===== config.mk =====
export PLATFORM = sky130hd
export DESIGN_NAME = bitmap_encoder8
export DESIGN_NICKNAME = d
export VERILOG_FILES = /design/src/rtl/bitmap_encoder8.sv
export SDC_FILE = /design/constraint.sdc
export NUM_CORES = 1
export LEC_CHECK = 0
export BUFFER_PORTS_ARGS = -buffer_cell sky130_fd_sc_hd__buf_2
export CAP_MARGIN = 30
export CORE_ASPECT_RATIO = 1.1
export CORE_MARGIN = 2
export CORE_UTILIZATION = 56
export CTS_CLUSTER_SIZE = 14
export DETAILED_ROUTE_END_ITERATION = 7
export PLACE_DENSITY_LB_ADDON = 0.05
export SLEW_MARGIN = 40
export SYNTH_ARGS = -nofsm -noshare
export SYNTH_HDL_FRONTEND = slang
export SYNTH_SLANG_ARGS = --single-unit

===== constraint.sdc =====
create_clock -name clk -period 2.1 [get_ports clk]
set_input_delay 0.315 -clock clk [delete_from_list [all_inputs] [get_ports clk]]
set_output_delay 0.315 -clock clk [all_outputs]
set_load 0.1 [all_outputs]

===== src/rtl/bitmap_encoder8.sv =====
// Bitmap encoder: accepts an 8-bit request bitmap and emits the index of each set bit, one beat per handshake.
// Latency: first beat is valid the cycle after the accepting edge; later beats follow one per consumed beat.
// Backpressure: out_ready low holds the current beat stable; in_ready is low throughout EMIT and while en or rst_n is low.
// Optional feature: define BITMAP_ENC_ZERO_REPORT_EN to emit a single out_zero beat for an all-zero bitmap.
module bitmap_encoder8 #(
    parameter bit HIGH_FIRST = 1'b0
) (
    input  logic       clk,
    input  logic       rst_n,
    input  logic       en,
    input  logic [7:0] in,
    input  logic       in_valid,
    output logic       in_ready,
    output logic [2:0] out,
    output logic       out_valid,
    input  logic       out_ready,
    output logic       out_last,
    output logic       out_zero,
    output logic       busy
);

    typedef enum logic {
        IDLE = 1'b0,
        EMIT = 1'b1
    } state_t;

    state_t     state_q;
    logic [7:0] pending_q;
    logic [2:0] out_q;
    logic       out_valid_q;
    logic       out_last_q;
`ifdef BITMAP_ENC_ZERO_REPORT_EN
    logic       out_zero_q;
`endif

    // Index of the set bit that goes out first, honouring the emit order.
    function automatic logic [2:0] pick_idx(input logic [7:0] v);
        logic [2:0] idx;
        idx = 3'd0;
        if (HIGH_FIRST) begin
            for (int i = 0; i < 8; i++) begin
                if (v[i]) idx = 3'(i);
            end
        end else begin
            for (int i = 7; i >= 0; i--) begin
                if (v[i]) idx = 3'(i);
            end
        end
        return idx;
    endfunction

    // True when exactly one bit is set.
    function automatic logic single_bit(input logic [7:0] v);
        return (v != 8'd0) && ((v & (v - 8'd1)) == 8'd0);
    endfunction

    logic [7:0] in_idx_unused_guard;
    logic [7:0] remaining;
    logic [2:0] in_idx;
    logic [2:0] rem_idx;
    logic       in_single;
    logic       rem_single;

    // Next-beat candidates, both for a freshly accepted bitmap and for the bitmap minus the beat being consumed.
    always_comb begin
        in_idx_unused_guard = in;
        in_idx              = pick_idx(in_idx_unused_guard);
        in_single           = single_bit(in_idx_unused_guard);
        remaining           = pending_q & ~(8'd1 << out_q);
        rem_idx             = pick_idx(remaining);
        rem_single          = single_bit(remaining);
    end

    // Control FSM with registered beat outputs; abort on en low wins over a concurrent handshake.
    always_ff @(posedge clk or negedge rst_n) begin
        if (!rst_n) begin
            state_q     <= IDLE;
            pending_q   <= 8'd0;
            out_q       <= 3'd0;
            out_valid_q <= 1'b0;
            out_last_q  <= 1'b0;
`ifdef BITMAP_ENC_ZERO_REPORT_EN
            out_zero_q  <= 1'b0;
`endif
        end else begin
            case (state_q)
                IDLE: begin
                    if (en && in_valid) begin
                        if (in != 8'd0) begin
                            pending_q   <= in;
                            state_q     <= EMIT;
                            out_valid_q <= 1'b1;
                            out_q       <= in_idx;
                            out_last_q  <= in_single;
                        end
`ifdef BITMAP_ENC_ZERO_REPORT_EN
                        else begin
                            // All-zero bitmap becomes a single reporting beat.
                            pending_q   <= 8'd0;
                            state_q     <= EMIT;
                            out_valid_q <= 1'b1;
                            out_q       <= 3'd0;
                            out_last_q  <= 1'b1;
                            out_zero_q  <= 1'b1;
                        end
`endif
                    end
                end
                EMIT: begin
                    if (!en || (out_ready && out_last_q)) begin
                        pending_q   <= 8'd0;
                        state_q     <= IDLE;
                        out_valid_q <= 1'b0;
                        out_q       <= 3'd0;
                        out_last_q  <= 1'b0;
`ifdef BITMAP_ENC_ZERO_REPORT_EN
                        out_zero_q  <= 1'b0;
`endif
                    end else if (out_ready) begin
                        pending_q  <= remaining;
                        out_q      <= rem_idx;
                        out_last_q <= rem_single;
                    end
                end
                default: begin
                    state_q <= IDLE;
                end
            endcase
        end
    end

    assign in_ready  = rst_n && en && (state_q == IDLE);
    assign out       = out_q;
    assign out_valid = out_valid_q;
    assign out_last  = out_last_q;
    assign busy      = (state_q == EMIT);
`ifdef BITMAP_ENC_ZERO_REPORT_EN
    assign out_zero  = out_zero_q;
`else
    assign out_zero  = 1'b0;
`endif

endmodule


; ---- Word-level counts from Yosys, hierarchy flattened
; Index checks and enable logic that the tools add are counted.
[totals]
input_bits = 13
regBits = 14
output_inout_bits = 8
elab_cells = 70
[classes]
muxes = 39
n_reduce_logical = 14
bitwise = 5
n_addsub = 2
n_eq_ne = 4
shift = 1
[ops]
columns = operator, count
row1 = 3-bit two-way mux, 20
row2 = 8-bit two-way mux, 4
row3 = 8-bit bitwise AND, 3
row4 = 8-bit logical NOT, 2
row5 = 8-bit one-hot mux with 2 select lines, 1
row6 = 8-bit nonzero test, 2
row7 = "8-bit by 1-bit subtractor with 8-bit output, second input constant", 2
row8 = 1-bit two-way mux, 10
row9 = 8-bit inverter, 1
row10 = "1-bit by 3-bit << shifter with 8-bit output, first input constant", 1
row11 = 1-bit logical AND, 6
row12 = 1-bit one-hot mux with 2 select lines, 3
row13 = 3-bit one-hot mux with 2 select lines, 1
row14 = 3-bit AND reduction, 2
row15 = "2-bit inequality test, second input constant", 2
row16 = "3-bit by 2-bit inequality test with 1-bit output, second input constant", 1
row17 = "2-bit by 1-bit inequality test with 1-bit output, second input constant", 1
row18 = 1-bit logical NOT, 1
row19 = 1-bit logical OR, 1
row20 = 1-bit inverter, 1

; ---- Logic depth before layout (Yosys ltp)
; Gate-level depths: netlist of the first run.
[logic_depth]
depth_word = 14
depth_mapped = 8

; ---- Worst setup path after synthesis of the first run
; Ideal clock, no wire load.
[synth_path]
path_type = register to output
start = register state_q (netlist: busy)
end = output in_ready
required_ns = 1.785
setup_slack_ns = -1.464
stages_incl_launch_ff = 3
arrival_time_ns = 3.249
path_cell_list = dfrtp_1 buf_2 nor3b_1
[synth_via]
elab_chain_len = 2
[synth_lines]
columns = element, line_no
row1 = "start, declared", 27  ; state_t state_q;
row2 = "start signal, assigned", 77  ; state_q <= IDLE;
row3 = "start signal, assigned", 91  ; state_q <= EMIT;
row4 = "start signal, assigned", 112  ; state_q <= IDLE;
row5 = 1-bit inverter, -
row6 = 1-bit logical AND, 132  ; assign in_ready = rst_n && en && (state_q == IDLE);
row7 = "end, declared", 13  ; output logic in_ready,
; Every way passes these cells.

; ---- Worst setup path in the final report of the first run
[layout_path]
start = register out_q[0] (netlist: out[0])
end = register out_last_q (netlist: out_last)
[layout_via]
elab_chain_len = 10
[layout_lines]
columns = element, line_no
row1 = "start, declared", 29  ; logic [2:0] out_q;
row2 = "start signal, assigned", 93  ; out_q <= in_idx;
row3 = "start signal, assigned", 121  ; out_q <= rem_idx;
row4 = 1-bit by 3-bit << shifter with 8-bit output *, 69  ; remaining = pending_q & ~(8'd1 << out_q);
row5 = 8-bit inverter *, 69
row6 = 8-bit bitwise AND *, 69
row7 = 8-bit by 1-bit subtractor with 8-bit output, 54  ; return (v != 8'd0) && ((v & (v - 8'd1)) == 8'd0);
row8 = 8-bit bitwise AND, 54
row9 = 8-bit logical NOT, 54
row10 = 1-bit logical AND *, 54
row11 = 1-bit two-way mux *, 119  ; end else if (out_ready) begin
row12 = 1-bit two-way mux *, 110  ; if (!en || (out_ready && out_last_q)) begin
row13 = 1-bit one-hot mux with 2 select lines *, 86  ; case (state_q)
row14 = "end signal, assigned", 94  ; out_last_q <= in_single;
row15 = "end signal, assigned", 122  ; out_last_q <= rem_single;
row16 = "end, declared", 31  ; logic out_last_q;
; Mark *: on every way between the ends. The rest lies on a longest branch, timed or not. The select of a mux whose other input is x is not followed.
; A chain may end at the register's enable or synchronous reset.

==> flow_summary.yaml, run 1 <==
place:
  portBuffers: 19
  dp_cells: 204
  hpwl_um: 2360
  gp_congestion: 0.8734
finish:
  n_antenna_cell: 0
  areaGrowthSynthToFinish_pct: 12.46
  stdcell_count: 208
  nNetsFinal: 193
  drive_above_1_share: 0.2584
die:
  dieArea_sq_mm: 0.002655
  rows: 18
  core-area_sq_mm: 0.002185
  start_util: 0.5790
  die_w_um: 49.32
  top_level_ports: 21
  fp.dieH_um: 53.85
clock_tree:
  cts-buffers-inserted: 3
  cts_root_buffer: "clkbuf_4"
  insertion_delay_ns: 0.29
  tritoncts: "done"
  postCtsSetupBuffers: 0
  clkTransAtPathRegs_ns: 0.08
  cts-resized-gates: 0
  cts_sinks: 14
  cts_max_path_buffers: 2
  htreeDepth: 1
logic_synthesis:
  ys_seq_area_frac: 0.2770
  ys_async_sr_fraction: 1.000
  yosysWarnings: 0
  synthAdderAreaFrac: 0.007913
  synth_edf_count: 0
  syn_nets: 174
  synth_ff_type: "dfrtp_1"
  ys_seq_elements: 14
  synth_compound_area_frac: 0.3452
  synth_top_family_by_area: "compound AO/OA/AOI/OAI gates"
  syn-instance-count: 161
  synth_cell_types: 48
  syn_area_per_cell_sq_um: 7.857
  synth-xor-area-share: 0.006924
  synth_area_sq_mm: 0.001265
  synth-simple-area-share: 0.2532
  muxShareOfSynthArea: 0.03462
detailed_routing:
  post_drt_wl_per_cell_um: 15.63
  ant_nets: 0
  drc_errors: 0
  wl_um: 3250
  vias_per_cell: 6.250
  drtIter0Drc: 37
  drt_pass1_iterations: 4
  vias: 1300
sta:
  period_share: 0.9232
  whs_ns: 0.3045
  hold_viol: 0
  clock_skew_ns: 0.001623
  clock.fmax_mhz: 515.8
  drv_slew: 0
  period_needed_ns: 1.939
  final.setup.tns_ns: 0
  rsz0062_at_grt: "no"
  setup_violations: 0
critical_path:
  path_max_fanout: 17
  required_ns: 2.30
  crit_arrival_ns: 2.14
  crit_path_end_kind: "flop"
  worst_setup_path_start_kind: "flop"
  worstSetupPathType: "flop to flop"
global_routing:
  grt_pass1_vias: 1221
  grt_usage: 0.2773
  overflow: 0
  antenna_found_initial: 0
  grt_max_degree: 18
  grt_first_pass_wirelength_um: 5561
job:
  maxCapViolCount: 0
power_and_ir_drop:
  p_leak_nw: 0.6078
  ir_worst_vdd_v: 0.0007430
  power_mw: 1.475
  power_density_mw_per_mm2: 1037
outcome:
  status: "finished, final reports clean"
min_path:
  hold_class: "input pin to flop"
cells in the mapped netlist (5+ instances only):
master,n,area share
o21ai_2,5,0.035
clkbuf_1,5,0.015
nor2b_1,6,0.030
a22o_1,5,0.035
nand2_1,12,0.036
inv_1,6,0.018
dfrtp_1,14,0.28
a21oi_1,10,0.040
o21ai_0,15,0.059
nor2_1,15,0.045
a31oi_1,6,0.030
cells in the final DEF (no fill, tap or decap), types with 5 or more instances in the layout:
cell type | Yosys | layout
buf_4 | 1 | 6
o21ai_2 | 5 | 5
a21oi_1 | 10 | 10
buf_2 | 4 | 19
nand2_1 | 12 | 12
dfrtp_1 | 14 | 10
inv_1 | 6 | 6
a22o_1 | 5 | 5
a31oi_1 | 6 | 6
o21ai_0 | 15 | 15
nor2_1 | 15 | 15
nor2b_1 | 6 | 6
report_power, final:
part / internal, mW / total, mW / leakage [nW] / switching [mW]
Sequential: 0.334 / 0.477 / 0.173 / 0.143
Clock: 0.0667 / 0.158 / 0.0138 / 0.0917
Combinational: 0.291 / 0.841 / 0.421 / 0.549
Total: 0.692 / 1.48 / 0.608 / 0.784
routing by layer:
| metal | GRT usage | wire length, um | vias up |
|---|---|---|---|
| li1 | - | - | 633 |
| met1 | 0.3627 | 1419 | 617 |
| met2 | 0.4572 | 1579 | 40 |
| met3 | 0.04444 | 163 | 10 |
| met4 | 0.1238 | 87 | 0 |
| met5 | 0 | 0 | - |
worst paths after layout:
| kind | slack, ns | start | cells past startpoint | end |
|---|---|---|---|---|
| max in group asynchronous | 1.36 | rst_n | 3 | out[1] |
| setup / recovery | 0.16 | out[0] | 5 | out_last |
| min in group asynchronous | 0.55 | rst_n | 3 | pending_q[1] |
| hold / removal | 0.30 | in[5] | 3 | pending_q[5] |
| hold reg to reg | 0.53 | out_valid | 2 | out_valid |
| setup reg to reg | 0.16 | out[0] | 5 | out_last |
worst max-delay path, stage by stage, from the launching register on:
cell     delay (ns)
dfrtp_2        0.54
mux2_2         0.39
o22a_1         0.17
nor3_1         0.19
mux2_1         0.34
o31ai_1        0.22
state kept, by name (all words and copies together), names as in the netlist:
name	count
busy	1
out	3
out_valid	1
out_last	1
pending_q	8
final cells by class:
| cell class | instances | area (sq um) |
|---|---|---|
| tap | 30 | 37.54 |
| inverter | 6 | 22.52 |
| clock buffer | 3 | 22.52 |
| multi-input combinational | 129 | 834.6 |
| sequential | 14 | 355.3 |
| fill | 205 | 762.0 |
| timing repair buffer | 26 | 150.1 |
per-stage QoR:
stage          instance area (sq um)  setup WS, ns  utilization
2_1_floorplan                   1281       0.01689            -
3_3_place_gp                    1390        0.2341       0.6363
3_5_place_dp                    1390        0.1942       0.6363
4_1_cts                         1423        0.1658       0.6512
5_1_grt                         1423       0.02119       0.6512
6_report                        1423        0.1612       0.6512
repair_timing:
action | 4_1_cts | 5_1_grt
hold buffers | 1 | 0
hold endpoints to repair | 14 | 0
endpoints found under the setup margin | 0 | 0
kinds of logic (layout without fill, tap and decap cells):
kind of cell,count (synthesis),in the layout
compound gates,62,62
xor+xnor,1,1
fa+ha+maj,1,1
buf+inv,18,35
flops,14,14
mux,4,4
other cells,1,1
simple gates,60,60
(Power assumes the default switching activity.)
==> run 2, diff against run 1 <==
--- a/config.mk
+++ b/config.mk
@@ -5,14 +5,16 @@
 export SDC_FILE = /design/constraint.sdc
 export NUM_CORES = 1
 export LEC_CHECK = 0
+export ABC_AREA = 1
 export BUFFER_PORTS_ARGS = -buffer_cell sky130_fd_sc_hd__buf_2
 export CAP_MARGIN = 30
 export CORE_ASPECT_RATIO = 1.1
 export CORE_MARGIN = 2
-export CORE_UTILIZATION = 56
+export CORE_UTILIZATION = 54
 export CTS_CLUSTER_SIZE = 14
 export DETAILED_ROUTE_END_ITERATION = 7
 export PLACE_DENSITY_LB_ADDON = 0.05
+export REMOVE_ABC_BUFFERS = 1
 export SLEW_MARGIN = 40
 export SYNTH_ARGS = -nofsm -noshare
 export SYNTH_HDL_FRONTEND = slang
==> constraint.sdc (replaced) <==
create_clock -name clk -period 1.8 [get_ports clk]
set_input_delay 0.27 -clock clk [delete_from_list [all_inputs] [get_ports clk]]
set_output_delay 0.27 -clock clk [all_outputs]
set_load 0.1 [all_outputs]
==> flow_summary.yaml, run 2 <==
logic_synthesis:
  ys_top_cells_by_area: "dfrtp_1, nand2_1, nor2_1"
  synth_ff_type: "dfrtp_1"
  ys_async_sr_fraction: 1.000
  synth_cell_types: 28
  syn-instance-count: 172
  synth_area_sq_mm: 0.001144
  yosysTopAreaCell: "dfrtp_1"
  synth_top_area_share: 0.3063
  synth_most_common_cell: "nand2_1"
  ys_seq_area_frac: 0.3063
  ys_top_cells_by_count: "nand2_1, nor2_1, inv_1, dfrtp_1"
  syn_area_per_cell_sq_um: 6.649
  yosysWarnings: 0
  ys_seq_elements: 14
  synth_edf_count: 0
clock_tree:
  htreeDepth: 1
  clkTransAtPathRegs_ns: 0.08
  cts-buffers-inserted: 3
  cts_root_buffer: "clkbuf_4"
  postCtsSetupBuffers: 0
  cts_max_path_buffers: 2
  cts_sinks: 14
  insertion_delay_ns: 0.28
  tritoncts: "done"
sta:
  hold_viol: 0
  period_needed_ns: 1.643
  clock_skew_ns: 0.006446
  setup_violations: 0
  worst_slack_ns: 0.1566
  clock.fmax_mhz: 608.5
  drv_slew: 0
  whs_ns: 0.3247
  period_share: 0.9130
  rsz0062_at_grt: "no"
die:
  dieArea_sq_mm: 0.002502
  start_util: 0.5720
  fp.dieH_um: 52.27
  core-area_sq_mm: 0.001999
  rows: 17
  die_w_um: 47.88
  top_level_ports: 21
detailed_routing:
  ant_nets: 0
  vias_per_cell: 5.380
  drt_pass1_iterations: 4
  drtIter0Drc: 45
  wl_um: 2972
  drc_errors: 0
  vias: 1189
  post_drt_wl_per_cell_um: 13.45
power_and_ir_drop:
  p_seq_frac: 0.305
  power_density_mw_per_mm2: 1241
  internal_power_uw: 708.9
  p_leak_nw: 0.6928
  switchingPower_uw: 882.1
  ir_worst_vdd_v: 0.0007142
  power_mw: 1.591
  switching_share: 0.5544
  p_comb_frac: 0.583
  p_clk_frac: 0.112
global_routing:
  grt_pass1_vias: 1085
  antenna_found_initial: 0
  grt_usage: 0.2868
  grt_max_degree: 17
  grt_first_pass_wirelength_um: 5023
  overflow: 0
critical_path:
  crit_arrival_ns: 1.37
  worst_setup_path_start_kind: "input pin"
  worst_r2r_path_depth: 6
  path_max_fanout: 2
  reg2reg_from: "busy"
  r2r-end: "out[0]"
  endpoint: "in_ready"
  cp-startpoint: "rst_n"
  worstSetupPathType: "input pin to output port"
  required_ns: 1.53
  crit_path_end_kind: "output port"
  rrSetupSlack_ns: 0.24
finish:
  multi_input_area_sq_um: 663.1
  fillerInstances: 211
  final_common_cell: "nand2_1"
  n_antenna_cell: 0
  top_register: "pending_q"
  largest_reg_flops: 8
  areaGrowthSynthToFinish_pct: 12.14
  final_core_util: 0.6414
  final_cell_mix: "nand2_1, nor2_1, inv_1, buf_2, dfrtp_1"
  stdcell_count: 221
  area.sequential_sq_um: 350.3
  nNetsFinal: 208
  drive_above_1_share: 0.2642
place:
  portBuffers: 19
  dp_cells: 217
  hpwl_um: 2405
  gp_congestion: 1.080
  place_ws_ns: 0.2440
outcome:
  status: "finished, final reports clean"
job:
  maxCapViolCount: 0
min_path:
  hold_class: "input pin to flop"
  hp-start: "in_valid"
-- run 2: worst min-delay path by stage --
stage / endpoint / slack, ns / cells after the start
floorplan: busy / -0.03 / 0
global placement: pending_q[0] / 0.26 / 2
detailed placement: pending_q[0] / 0.27 / 2
CTS: busy / 0.32 / 3
global route: pending_q[6] / 0.34 / 3
finish: busy / 0.32 / 3
-- run 2: area by class of cell --
type | count | share of cell area
tap | 28 | 0.02732
clock buffer | 3 | 0.01756
sequential | 14 | 0.2732
timing repair buffer | 21 | 0.08976
multi-input combinational | 130 | 0.5171
inverter | 25 | 0.07512
-- run 2: stage by stage --
step                      cell area [sq um]  TNS, ns
final                                  1282        0
after CTS                              1280        0
after global placement                 1247        0
after global routing                   1282        0
after detailed placement               1247        0
after floorplan                        1110   -2.302
-- run 2: logic make-up after synthesis --
logic type	share of synthesized area
simple gates	0.3796
buf+inv	0.1138
flops	0.3063
compound gates	0.1969
other cells	0.003279
-- run 2: power groups by stage --
stage                     Combinational [mW]  Sequential (mW)  Clock (mW)
after floorplan                        0.505            0.712           0
after CTS                              0.924            0.484       0.181
final                                  0.928            0.485       0.178
after global placement                 0.910            0.488           0
after detailed placement               0.918            0.490           0
after global routing                    1.02            0.496       0.200
-- run 2: worst max-delay path, cell delays in order --
cell	delay, ns
dlygate4sd3_1	0.52
buf_2	0.13
nand2_1	0.05
nor2_1	0.07
clkbuf_4	0.33
-- run 2: routing by layer --
| layer | up-vias | GRT usage | wire (um) |
|---|---|---|---|
| li1 | 595 | - | - |
| met1 | 554 | 0.3793 | 1307 |
| met2 | 36 | 0.4778 | 1534 |
| met3 | 4 | 0.02069 | 100 |
| met4 | 0 | 0.09910 | 30 |
| met5 | - | 0 | 0 |
-- run 2: what timing repair did --
| action | in CTS | in global routing |
|---|---|---|
| resized for setup | 0 | 1 |
| hold buffers | 1 | 0 |
| endpoints found under the setup margin | 0 | 1 |
| hold endpoints to repair | 14 | 0 |
